## src/rtl/mem_access.sv

```systemverilog
// Memory-access pipeline stage.
// Sits between execute and writeback. Stores are issued to data memory in the
// cycle they are accepted. Loads take one extra cycle because the memory's
// read data arrives one cycle after the address. Everything else passes
// through one output register.
module mem_access #(
  parameter int ADDR_W = 16,
  parameter int WORD_W = 32,
  parameter int RD_W   = 5
) (
  input  logic              clk,
  input  logic              rst,
  input  logic              v_i,
  output logic              stall_o,
  input  logic              wb_i,
  input  logic [RD_W-1:0]   rd_num_i,
  input  logic [WORD_W-1:0] rd_data_i,
  input  logic [1:0]        mop_i,
  input  logic [WORD_W-1:0] st_data_i,
  input  logic              stall_i,
  output logic              v_o,
  output logic              wb_o,
  output logic [RD_W-1:0]   rd_num_o,
  output logic [WORD_W-1:0] rd_data_o,
  output logic [ADDR_W-1:0] dmem_a_o,
  output logic              dmem_w_o,
  output logic [WORD_W-1:0] dmem_d_o,
  input  logic [WORD_W-1:0] dmem_q_i
);

  typedef enum logic [1:0] {
    EMPTY  = 2'd0,
    LDWAIT = 2'd1,
    FULL   = 2'd2
  } state_t;

  state_t state_reg;
  state_t state_next;

  logic              accept;
  logic              is_load;
  logic              is_store;
  logic              wb_reg;
  logic [RD_W-1:0]   rd_num_reg;
  logic [WORD_W-1:0] rd_data_reg;

  // Handshake and memory-port decode. Accept is gated by rst so that no
  // store strobe escapes during reset. The strobe only fires on a real
  // accept, so a stalled store is never written twice.
  always_comb begin
    is_load  = (mop_i == 2'b01);
    is_store = (mop_i == 2'b10);
    stall_o  = (state_reg == LDWAIT) || ((state_reg == FULL) && stall_i);
    accept   = v_i && !stall_o && !rst;
    dmem_w_o = accept && is_store;
    dmem_a_o = rd_data_i[ADDR_W-1:0];
    dmem_d_o = st_data_i;
    v_o      = (state_reg == FULL);
    wb_o     = wb_reg;
    rd_num_o = rd_num_reg;
    rd_data_o = rd_data_reg;
  end

  // State register.
  always_ff @(posedge clk) begin
    if (rst) begin
      state_reg <= EMPTY;
    end else begin
      state_reg <= state_next;
    end
  end

  // Next-state logic. When FULL with no downstream stall, the stage can
  // drain and accept in the same cycle.
  always_comb begin
    state_next = state_reg;
    case (state_reg)
      EMPTY: begin
        if (accept) begin
          state_next = is_load ? LDWAIT : FULL;
        end
      end
      LDWAIT: begin
        state_next = FULL;
      end
      FULL: begin
        if (!stall_i) begin
          if (accept) begin
            state_next = is_load ? LDWAIT : FULL;
          end else begin
            state_next = EMPTY;
          end
        end
      end
      default: begin
        state_next = EMPTY;
      end
    endcase
  end

  // Output registers. A store never writes back a register. A load keeps
  // its old data word until the memory result is captured in LDWAIT.
  always_ff @(posedge clk) begin
    if (rst) begin
      wb_reg      <= 1'b0;
      rd_num_reg  <= '0;
      rd_data_reg <= '0;
    end else if (accept) begin
      wb_reg     <= wb_i && !is_store;
      rd_num_reg <= rd_num_i;
      if (!is_load) begin
        rd_data_reg <= rd_data_i;
      end
    end else if (state_reg == LDWAIT) begin
      rd_data_reg <= dmem_q_i;
    end
  end

endmodule

```

## config.mk

```make
export PLATFORM = sky130hd
export DESIGN_NAME = mem_access
export DESIGN_NICKNAME = d
export VERILOG_FILES = /design/src/rtl/mem_access.sv
export SDC_FILE = /design/constraint.sdc
export NUM_CORES = 1
export LEC_CHECK = 0
export CELL_PAD_IN_SITES_DETAIL_PLACEMENT = 1
export CELL_PAD_IN_SITES_GLOBAL_PLACEMENT = 2
export CORE_ASPECT_RATIO = 1.25
export CORE_MARGIN = 5
export CORE_UTILIZATION = 16
export CTS_CLUSTER_DIAMETER = 120
export DETAILED_ROUTE_END_ITERATION = 7
export PLACE_DENSITY_LB_ADDON = 0.1
export SYNTH_ARGS = -nofsm -noshare
export SYNTH_HDL_FRONTEND = slang
export SYNTH_SLANG_ARGS = --single-unit
```

## constraint.sdc

```tcl
create_clock -name clk -period 1.5 [get_ports clk]
set_input_delay 0.3 -clock clk [delete_from_list [all_inputs] [get_ports clk]]
set_output_delay 0.3 -clock clk [all_outputs]
set_load 0.05 [all_outputs]
```

==> flow_metrics.env, run 1 <==
export IMPL_final_max_slew_viol_count=0
export IMPL_crit_required_ns=1.20
export IMPL_min_period_over_period_pct=98.6
export IMPL_portBuffers=132
export IMPL_grt_busiest_layer="met2"
export IMPL_fill_cells=1651
export IMPL_grt_overflow_total=0
export IMPL_end_kind="output pin"
export IMPL_wire_per_inst_um=19.7
export IMPL_worst_path_largest_cell_delay_ns=0.44
export IMPL_grt_use_total_pct=12.0
export IMPL_cp_cell_sequence="clkdlybuf4s50_1 > nand2b_4 > nor2_4 > buf_12"
export IMPL_ys_seq_elements=40
export IMPL_hold_end="state_reg[0]"
export IMPL_numCtsBuffers=5
export IMPL_powerDensity_nw_per_um2=787
export IMPL_ant_nets=0
export IMPL_grt_pass1_wl_mm=16.4
export IMPL_wl_mm=10.7
export IMPL_r2r_setup_slack_ns=0.09
export IMPL_r2r_start="state_reg[0]"
export IMPL_htree_levels=2
export IMPL_rows=50
export IMPL_cp_arrival_ns=1.18
export IMPL_fmax_ghz=0.676
export IMPL_worstMarginPinSlew_ns=0.380
export IMPL_area_growth_syn_to_layout_pct=89.3
export IMPL_tritoncts="built"
export IMPL_die_height_um=147
export IMPL_r2r_end="rd_data_o[6]"
export IMPL_synth_area_sq_um=2410
export IMPL_path_class="primary input to output pin"
export IMPL_path_delay_family="buffers and inverters"
export IMPL_min_path_cells=1
export IMPL_use_met1_pct=13.9
export IMPL_synth_nets=386
export IMPL_antenna_found_initial=0
export IMPL_clk_pin_slew_ns=0.06
export IMPL_total_power_mw=3.59
export IMPL_reg2regPathDepth=6
export IMPL_min_delay_start="state_reg[0]"
export IMPL_irDropWorstVdd_uv=439
export IMPL_drtIter0Drc=66
export IMPL_place_inst=532
export IMPL_grt_pass1_vias=2842
export IMPL_path_max_fanout=3
export IMPL_period_minus_slack_ns=1.48
export IMPL_drive_gt1_share_pct=30.8
export IMPL_hold_viol=0
export IMPL_diodes=0
export IMPL_cp_start_kind="primary input"
export IMPL_status="finished clean"
export IMPL_crit_start="mop_i[0]"
export IMPL_avgSynthCellArea_sq_um=8.68
export IMPL_hpwl_mm=7.67
export IMPL_start_util_pct=16.2
export IMPL_layout_cells_non_filler=546
export IMPL_drc=0
export IMPL_slowest_stage="clkdlybuf4s50_1"
export IMPL_grt_start_max_net_pins=35
export IMPL_yosysWarnings=0
export IMPL_root_buffer="clkbuf_16"
export IMPL_path_buf_inv=2
export IMPL_grt_use_met2_pct=22.0
export IMPL_met3_usage_pct=2.39
export IMPL_dieArea_sq_um=17600
export IMPL_rsz0062_at_grt="yes"
export IMPL_yosysUniqueCellTypes=21
export IMPL_min_delay_path_class="flip-flop to flip-flop"
export IMPL_skew_ns=0.00905
export IMPL_gp_congestion=0.688
export IMPL_largest_reg_flops=32
export IMPL_vias=2467
export IMPL_cts_num_sinks=40
export IMPL_nNetsFinal=472
export IMPL_dr_pass1_iters=4
export IMPL_io_pins=197
export IMPL_die_w_um=120
export IMPL_relSlewSlack_pct=74.6
export IMPL_vias_per_cell=4.52
export IMPL_maxCapViolCount=0
export IMPL_clk_latency_ns=0.29
export IMPL_power_leakage_nw=1.72
export IMPL_core_area_sq_um=14900
export IMPL_cts_hold_buf=0
export IMPL_setup_viol=0
export IMPL_synth_cells=278
export IMPL_clk_path_buf_depth=2
export IMPL_ys_seq_area_share_pct=33.2
layout make-up:
cell class,instances,area (sq um),area share [%]
clock buffers,6,129,2.82
clock inverters,1,5.00,0.110
multi-input cells,156,1130,24.7
flip-flops and latches,40,806,17.6
well taps,182,228,4.99
repair buffers,161,2270,49.7
through the flow:
stage | instance area (sq um) | hold WS [ns] | setup slack [ns] | setup TNS, ns | utilization [%]
3_5_place_dp | 4290 | 0.519 | -0.295 | -8.61 | 28.8
5_1_grt | 4570 | 0.479 | -0.0307 | -0.0361 | 30.7
6_report | 4570 | 0.465 | 0.0209 | 0 | 30.7
2_1_floorplan | 2420 | 0.439 | -0.00293 | -0.00293 | -
4_1_cts | 4550 | 0.468 | 0.00251 | 0 | 30.6
3_3_place_gp | 4290 | 0.510 | -0.223 | -7.89 | 28.8
cells by family after synthesis:
logic type	share of synthesized area (%)
simple gates	19.0
buf+inv	23.2
compound gates	21.8
flops	33.2
mux	2.75
cell usage in the layout (no fill, tap or decap), types with 2 or more instances in the layout:
master	instances
dlygate4sd2_1	3
nor2b_1	5
buf_6	2
mux2_2	5
nor2b_4	2
nand4_1	32
nor2_1	32
o31ai_1	32
nand2b_4	2
clkbuf_16	5
buf_4	15
dfxtp_1	38
buf_12	68
a311oi_1	31
clkdlybuf4s50_1	71
cells in the mapped netlist, drive strengths merged:
cell type / count / area, sq um
buf: 72 / 523
dfxtp: 40 / 801
nor2: 33 / 124
a311oi: 32 / 280
nand4: 32 / 200
o31ai: 32 / 240
clkbuf: 10 / 37.5
nor2b: 8 / 50.1
mux2: 5 / 56.3
nand2b: 4 / 25.0
nand2: 2 / 7.51
nand3b: 2 / 18.8
a31oi: 1 / 6.26
and3b: 1 / 8.76
mux2i: 1 / 10.0
nand3: 1 / 10.0
nor4: 1 / 6.26
or2b: 1 / 7.51
worst max-delay path by stage:
stage / slack (ns) / to / depth (start not counted)
3_3_place_gp: -0.22 / rd_data_o[11] / 5
3_5_place_dp: -0.29 / rd_data_o[6] / 5
5_1_grt: -0.03 / dmem_w_o / 4
4_1_cts: 0.003 / dmem_w_o / 4
2_1_floorplan: -0.003 / dmem_w_o / 3
6_report: 0.02 / dmem_w_o / 4
per-layer routing:
metal  vias up  share of wire [%]
met2        75                 54
li1       1174                  -
met1      1206                 40
met3        12                4.3
met4         0                1.6
met5         -                  0
repair_timing:
action,4_1_cts,5_1_grt
setup endpoints to repair,2,7
gates cloned,1,0
pin swaps,2,1
buffers inserted,6,0
resized for setup,14,3
power breakdown:
group | internal [mW] | total, mW | leakage (nW) | switching, mW
clock network | 0.606 | 1.05 | 0.0667 | 0.442
registers | 1.13 | 1.21 | 0.329 | 0.0758
logic | 0.689 | 1.33 | 1.32 | 0.646
total | 2.43 | 3.59 | 1.72 | 1.16
(Power assumes the default switching activity.)
==> inputs of run 2 (changes only) <==
- CAP_MARGIN: default -> 15
- CORE_MARGIN: 5 -> 3
- SETUP_SLACK_MARGIN: default -> 0.2
==> run 2 against run 1 <==
Effect of this change: total power increased by 8.8%; first-iteration DRC count fell by 4.5%; sequential power about the same; core utilization increased by 7.3 points; register-to-register slack lost 0.04 ns; final cell count grew 3.7%; sequential cell count is the same; combinational power is 20% higher; via count rose by 5.0%; clock power barely moved; wire length rose by 9.9%.
==> flow_metrics.env, run 2 (synthesis gave the netlist of run 1 again) <==
export IMPL_grt_busiest_layer="met2"
export IMPL_min_delay_path_class="primary input to flip-flop"
export IMPL_hpwl_mm=6.95
export IMPL_final_common_cell="buf_12"
export IMPL_vias_per_cell=4.58
export IMPL_diodes=0
export IMPL_cp_arrival_ns=1.18
export IMPL_relSlewSlack_pct=76.8
export IMPL_drive_gt1_share_pct=47.7
export IMPL_vias=2591
export IMPL_die_height_um=143
export IMPL_grt_start_max_net_pins=35
export IMPL_met3_usage_pct=2.54
export IMPL_antenna_found_initial=0
export IMPL_path_class="flip-flop to output pin"
export IMPL_p_sw_share_pct=34.1
export IMPL_period_minus_slack_ns=1.48
export IMPL_dr_pass1_iters=4
export IMPL_clk_latency_ns=0.28
export IMPL_root_buffer="clkbuf_16"
export IMPL_layout_common_cells="71 x buf_12, 55 x clkdlybuf4s50_1, 38 x dfxtp_1, 32 x nand4_1, 32 x nor2_1"
export IMPL_grt_use_met2_pct=23.9
export IMPL_cts_num_sinks=40
export IMPL_drtIter0Drc=63
export IMPL_die_w_um=116
export IMPL_setup_viol=0
export IMPL_wire_per_inst_um=20.9
export IMPL_power_share_clock_pct=27.5
export IMPL_slowest_stage="dfxtp_4"
export IMPL_worstMarginPinSlew_ns=0.347
export IMPL_fmax_ghz=0.676
export IMPL_drc=0
export IMPL_total_power_mw=3.91
export IMPL_min_period_over_period_pct=98.6
export IMPL_dp_slack_ns=-0.269
export IMPL_p_sw_mw=1.33
export IMPL_power_leakage_nw=2.05
export IMPL_maxCapViolCount=0
export IMPL_ant_nets=0
export IMPL_final_max_slew_viol_count=0
export IMPL_grt_use_total_pct=13.8
export IMPL_place_inst=530
export IMPL_path_max_fanout=4
export IMPL_portBuffers=132
export IMPL_gp_congestion=0.659
export IMPL_clk_pin_slew_ns=0.06
export IMPL_htree_levels=2
export IMPL_nNetsFinal=496
export IMPL_irDropWorstVdd_uv=408
export IMPL_io_pins=197
export IMPL_crit_required_ns=1.20
export IMPL_path_delay_family="simple AND/OR/NAND/NOR gates"
export IMPL_finalInstanceArea_sq_um=5540
export IMPL_powerDensity_nw_per_um2=705
export IMPL_hold_viol=0
export IMPL_status="finished clean"
export IMPL_start_util_pct=16.5
export IMPL_p_seq_share_pct=31.6
export IMPL_skew_ns=0.00592
export IMPL_grt_pass1_wl_mm=17.1
export IMPL_dieArea_sq_um=16600
export IMPL_grt_pass1_vias=2824
export IMPL_placed_cell_area_sq_um=4310
export IMPL_wl_mm=11.8
export IMPL_power_internal_mw=2.58
export IMPL_core_area_sq_um=14600
export IMPL_setup_ws_ns=0.0216
export IMPL_cp_start_kind="flip-flop"
export IMPL_rsz0062_at_grt="yes"
export IMPL_layout_cells_non_filler=566
export IMPL_area_growth_syn_to_layout_pct=130
export IMPL_fin_setup_tns_ns=0
export IMPL_combinationalPowerShare_pct=40.9
export IMPL_end_kind="output pin"
export IMPL_rows=49
export IMPL_cp_cell_sequence="nand2b_4 > nand3_4 > nor2_4 > buf_12"
export IMPL_grt_overflow_total=0
export IMPL_clk_path_buf_depth=2
export IMPL_path_buf_inv=1
export IMPL_tritoncts="built"
export IMPL_use_met1_pct=17.5
export IMPL_largest_reg_flops=32
export IMPL_worst_path_largest_cell_delay_ns=0.37
export IMPL_numCtsBuffers=5
-- run 2: cell count changes in the layout (fill, tap and decap cells not counted), moves of 2 or more --
cell,change
clkdlybuf4s50_1,-16
dlygate4sd2_1,+10
o31ai_2,+2
a311oi_1,-15
dlymetal6s2s_1,+6
buf_16,+5
o31ai_1,-32
o31ai_4,+30
buf_12,+3
a311oi_2,+15
clkbuf_16,+3
buf_6,+10
-- run 2: area by class of cell --
cell class	count	area, sq um
multi-input cells	156	1660
clock buffers	6	129
fillers	1557	9050
clock inverters	1	5.00
flip-flops and latches	40	808
well taps	178	223
repair buffers	185	2710
-- run 2: metal layers --
metal	vias to the layer above	routed length, um
met2	78	6140
met4	0	120
li1	1236	-
met3	7	537
met1	1270	5010
met5	-	0
-- run 2: what timing repair did --
action                     CTS  global route
buffers inserted            10             9
hold buffers                 0             0
resized for setup           64            72
setup endpoints to repair   50            48
gates cloned                 7             3
pin swaps                   29            51
-- run 2: path summary, 6_finish.rpt --
path                                   start             to  slack [ns]  cells after the start
worst min-delay path            rd_data_i[9]   rd_data_o[9]        0.38                      3
worst min register to register          wb_o           wb_o        0.52                      2
worst max register to register  state_reg[0]  rd_data_o[21]        0.05                      5
worst max-delay path            state_reg[1]       dmem_w_o        0.02                      4
-- run 2: power by group through the flow --
stage          logic (mW)  clock network, mW  registers, mW
6_report             1.60               1.08           1.24
5_1_grt              1.67               1.17           1.24
4_1_cts              1.47               1.13           1.22
3_5_place_dp         1.32                  0           1.23
3_3_place_gp         1.32                  0           1.23
2_1_floorplan       0.599                  0           1.43
-- run 2: stage by stage --
step	hold WS [ns]	utilization [%]
floorplan	0.439	-
global placement	0.514	29.6
detailed placement	0.521	29.6
CTS	0.469	34.2
global route	0.394	38.0
finish	0.384	38.0
-- run 2: tightest hold or removal path: cells and delay by family --
kind	cells	cell delay [ns]
buffers and inverters	1	0.16
and+or+nand+nor	1	0.08
AOI/OAI and AO/OA	1	0.08
==> inputs of run 3 (changes only) <==
- CORE_MARGIN: 3 -> default
==> run 3 against run 2 <==
Effect of this change: the run now ends with design-rule violations, negative setup slack left; combinational power down 11%; non-clock buffer count shrank 20; register-to-register slack worse by 0.06 ns; fmax is 2.0% lower; clock-buffer cell count is 2 higher; total power fell by 3.4%; final area is 11% lower; sequential share of layout area is 1.8 points higher; clock power increased by 5%; die area fell by 6.1%; hold slack worse by 0.0083 ns; via count shrank 3.3%; largest cell class unchanged; highest routed layer unchanged.
==> flow_metrics.env, run 3 (synthesis gave the netlist of run 1 again) <==
export IMPL_status="complete, but fails checks"
export IMPL_violations="design-rule violations, negative setup slack"
export IMPL_drtIter0Drc=71
export IMPL_root_buffer="clkbuf_16"
export IMPL_hold_end="rd_data_o[11]"
export IMPL_core_area_sq_um=14500
export IMPL_cts_hold_buf=0
export IMPL_worst_path_largest_cell_delay_ns=0.37
export IMPL_io_pins=197
export IMPL_cp_arrival_ns=1.67
export IMPL_rows=49
export IMPL_vias_per_cell=4.57
export IMPL_finalInstanceArea_sq_um=4950
export IMPL_grt_use_met2_pct=25.2
export IMPL_grt_busiest_layer="met2"
export IMPL_relSlewSlack_pct=75.2
export IMPL_min_path_cells=3
export IMPL_grt_overflow_total=0
export IMPL_final_max_slew_viol_count=0
export IMPL_min_delay_path_class="primary input to flip-flop"
export IMPL_rsz0062_at_grt="yes"
export IMPL_numCtsBuffers=5
export IMPL_ant_nets=0
export IMPL_die_height_um=139
export IMPL_clk_latency_ns=0.29
export IMPL_placed_cell_area_sq_um=4230
export IMPL_wire_per_inst_um=19.7
export IMPL_cp_start_kind="flip-flop"
export IMPL_r2r_start="state_reg[0]"
export IMPL_clk_pin_slew_ns=0.06
export IMPL_setup_viol=2
export IMPL_dp_slack_ns=-0.303
export IMPL_end_kind="flip-flop"
export IMPL_dr_pass1_iters=6
export IMPL_gp_congestion=0.699
export IMPL_fmax_ghz=0.663
export IMPL_grt_start_max_net_pins=36
export IMPL_drc=12
export IMPL_hpwl_mm=6.77
export IMPL_skew_ns=0.00315
export IMPL_htree_levels=2
export IMPL_worstMarginPinSlew_ns=0.372
export IMPL_grt_pass1_wl_mm=16.5
export IMPL_nNetsFinal=476
export IMPL_use_met1_pct=15.8
export IMPL_setup_ws_ns=-0.00848
export IMPL_r2r_setup_slack_ns=-0.008
export IMPL_path_class="flip-flop to flip-flop"
export IMPL_irDropWorstVdd_uv=367
export IMPL_maxCapViolCount=0
export IMPL_final_common_cell="buf_12"
export IMPL_antenna_found_initial=1
export IMPL_r2r_end="rd_data_o[4]"
export IMPL_cp_cell_sequence="buf_6 > and3b_2 > buf_12 > buf_16 > o31ai_2 > a311oi_1"
export IMPL_vias=2506
export IMPL_path_delay_family="buffers and inverters"
export IMPL_dieArea_sq_um=15600
export IMPL_start_util_pct=16.6
export IMPL_hold_viol=0
export IMPL_clk_path_buf_depth=2
export IMPL_die_w_um=112
export IMPL_area_growth_syn_to_layout_pct=105
export IMPL_total_power_mw=3.78
export IMPL_tritoncts="built"
export IMPL_wl_mm=10.8
export IMPL_grt_use_total_pct=13.8
export IMPL_power_leakage_nw=1.86
export IMPL_layout_common_cells="68 x buf_12, 57 x clkdlybuf4s50_1, 38 x dfxtp_1, 32 x nand4_1, 32 x nor2_1"
export IMPL_min_period_over_period_pct=101
export IMPL_slowest_stage="dfxtp_4"
export IMPL_met3_usage_pct=3.35
export IMPL_largest_reg_flops=32
export IMPL_reg2regPathDepth=6
export IMPL_timing_hold_ws_ns=0.375
export IMPL_path_buf_inv=3
export IMPL_fill_cells=1589
export IMPL_cts_num_sinks=40
export IMPL_min_delay_start="rd_data_i[11]"
export IMPL_crit_required_ns=1.66
export IMPL_path_max_fanout=8
export IMPL_grt_pass1_vias=2823
export IMPL_drive_gt1_share_pct=37.7
export IMPL_portBuffers=132
export IMPL_period_minus_slack_ns=1.51
export IMPL_powerDensity_nw_per_um2=763
-- run 3: cell types whose count changed in the layout (fill, tap and decap cells not counted), moves of 7 or more --
cell      before  now
o31ai_4       30   12
a311oi_1      16   30
a311oi_2      16    2
o31ai_1        0   11
buf_4         16    9
o31ai_2        2    9
-- run 3: layout make-up --
class                           count  area (sq um)  area share, %
Antenna cell                        1          2.50         0.0506
Multi-Input combinational cell    156          1360           27.4
Tap cell                          178           223           4.50
Sequential cell                    40           808           16.3
Clock buffer                        8           146           2.96
Timing Repair Buffer              165          2410           48.7
-- run 3: stage by stage --
step                      TNS (ns)  utilization [%]  cells
after detailed placement     -9.60             29.1    524
after global placement       -7.90             29.1    524
after CTS                  -0.0570             32.6    542
after global routing        -0.432             34.1    548
after floorplan                  0                -    278
final                      -0.0160             34.1    548
-- run 3: repair_timing --
action,in CTS,in global routing
setup endpoints to repair,47,47
gates resized for setup,52,24
buffers inserted,7,2
pin swaps,13,21
gates cloned,3,3
-- run 3: where the power goes --
part	total [mW]	switching, mW	leakage, nW	internal [mW]
Combinational	1.42	0.688	1.46	0.735
Sequential	1.22	0.0901	0.329	1.13
Clock	1.13	0.465	0.0712	0.666
Total	3.78	1.24	1.86	2.53
-- run 3: routing by layer --
metal	wire [um]	vias to the layer above
li1	-	1186
met1	4370	1225
met2	5730	85
met3	629	10
met4	96	0
met5	0	-
-- run 3: worst max-delay path by stage --
stage                       startpoint       endpoint  slack [ns]  cells past startpoint
after floorplan           state_reg[1]            v_o        0.13                      1
after global placement             v_i  rd_data_o[24]       -0.22                      5
after detailed placement           v_i   rd_data_o[0]       -0.30                      5
after CTS                 state_reg[0]       dmem_w_o       -0.02                      4
after global routing      state_reg[0]  rd_data_o[20]       -0.04                      6
final                     state_reg[0]   rd_data_o[4]      -0.008                      6
-- run 3: worst min-delay path, delay by kind of cell --
family	cells	cell delay, ns
buffers and inverters	1	0.16
and+or+nand+nor	1	0.08
AOI/OAI and AO/OA	1	0.08
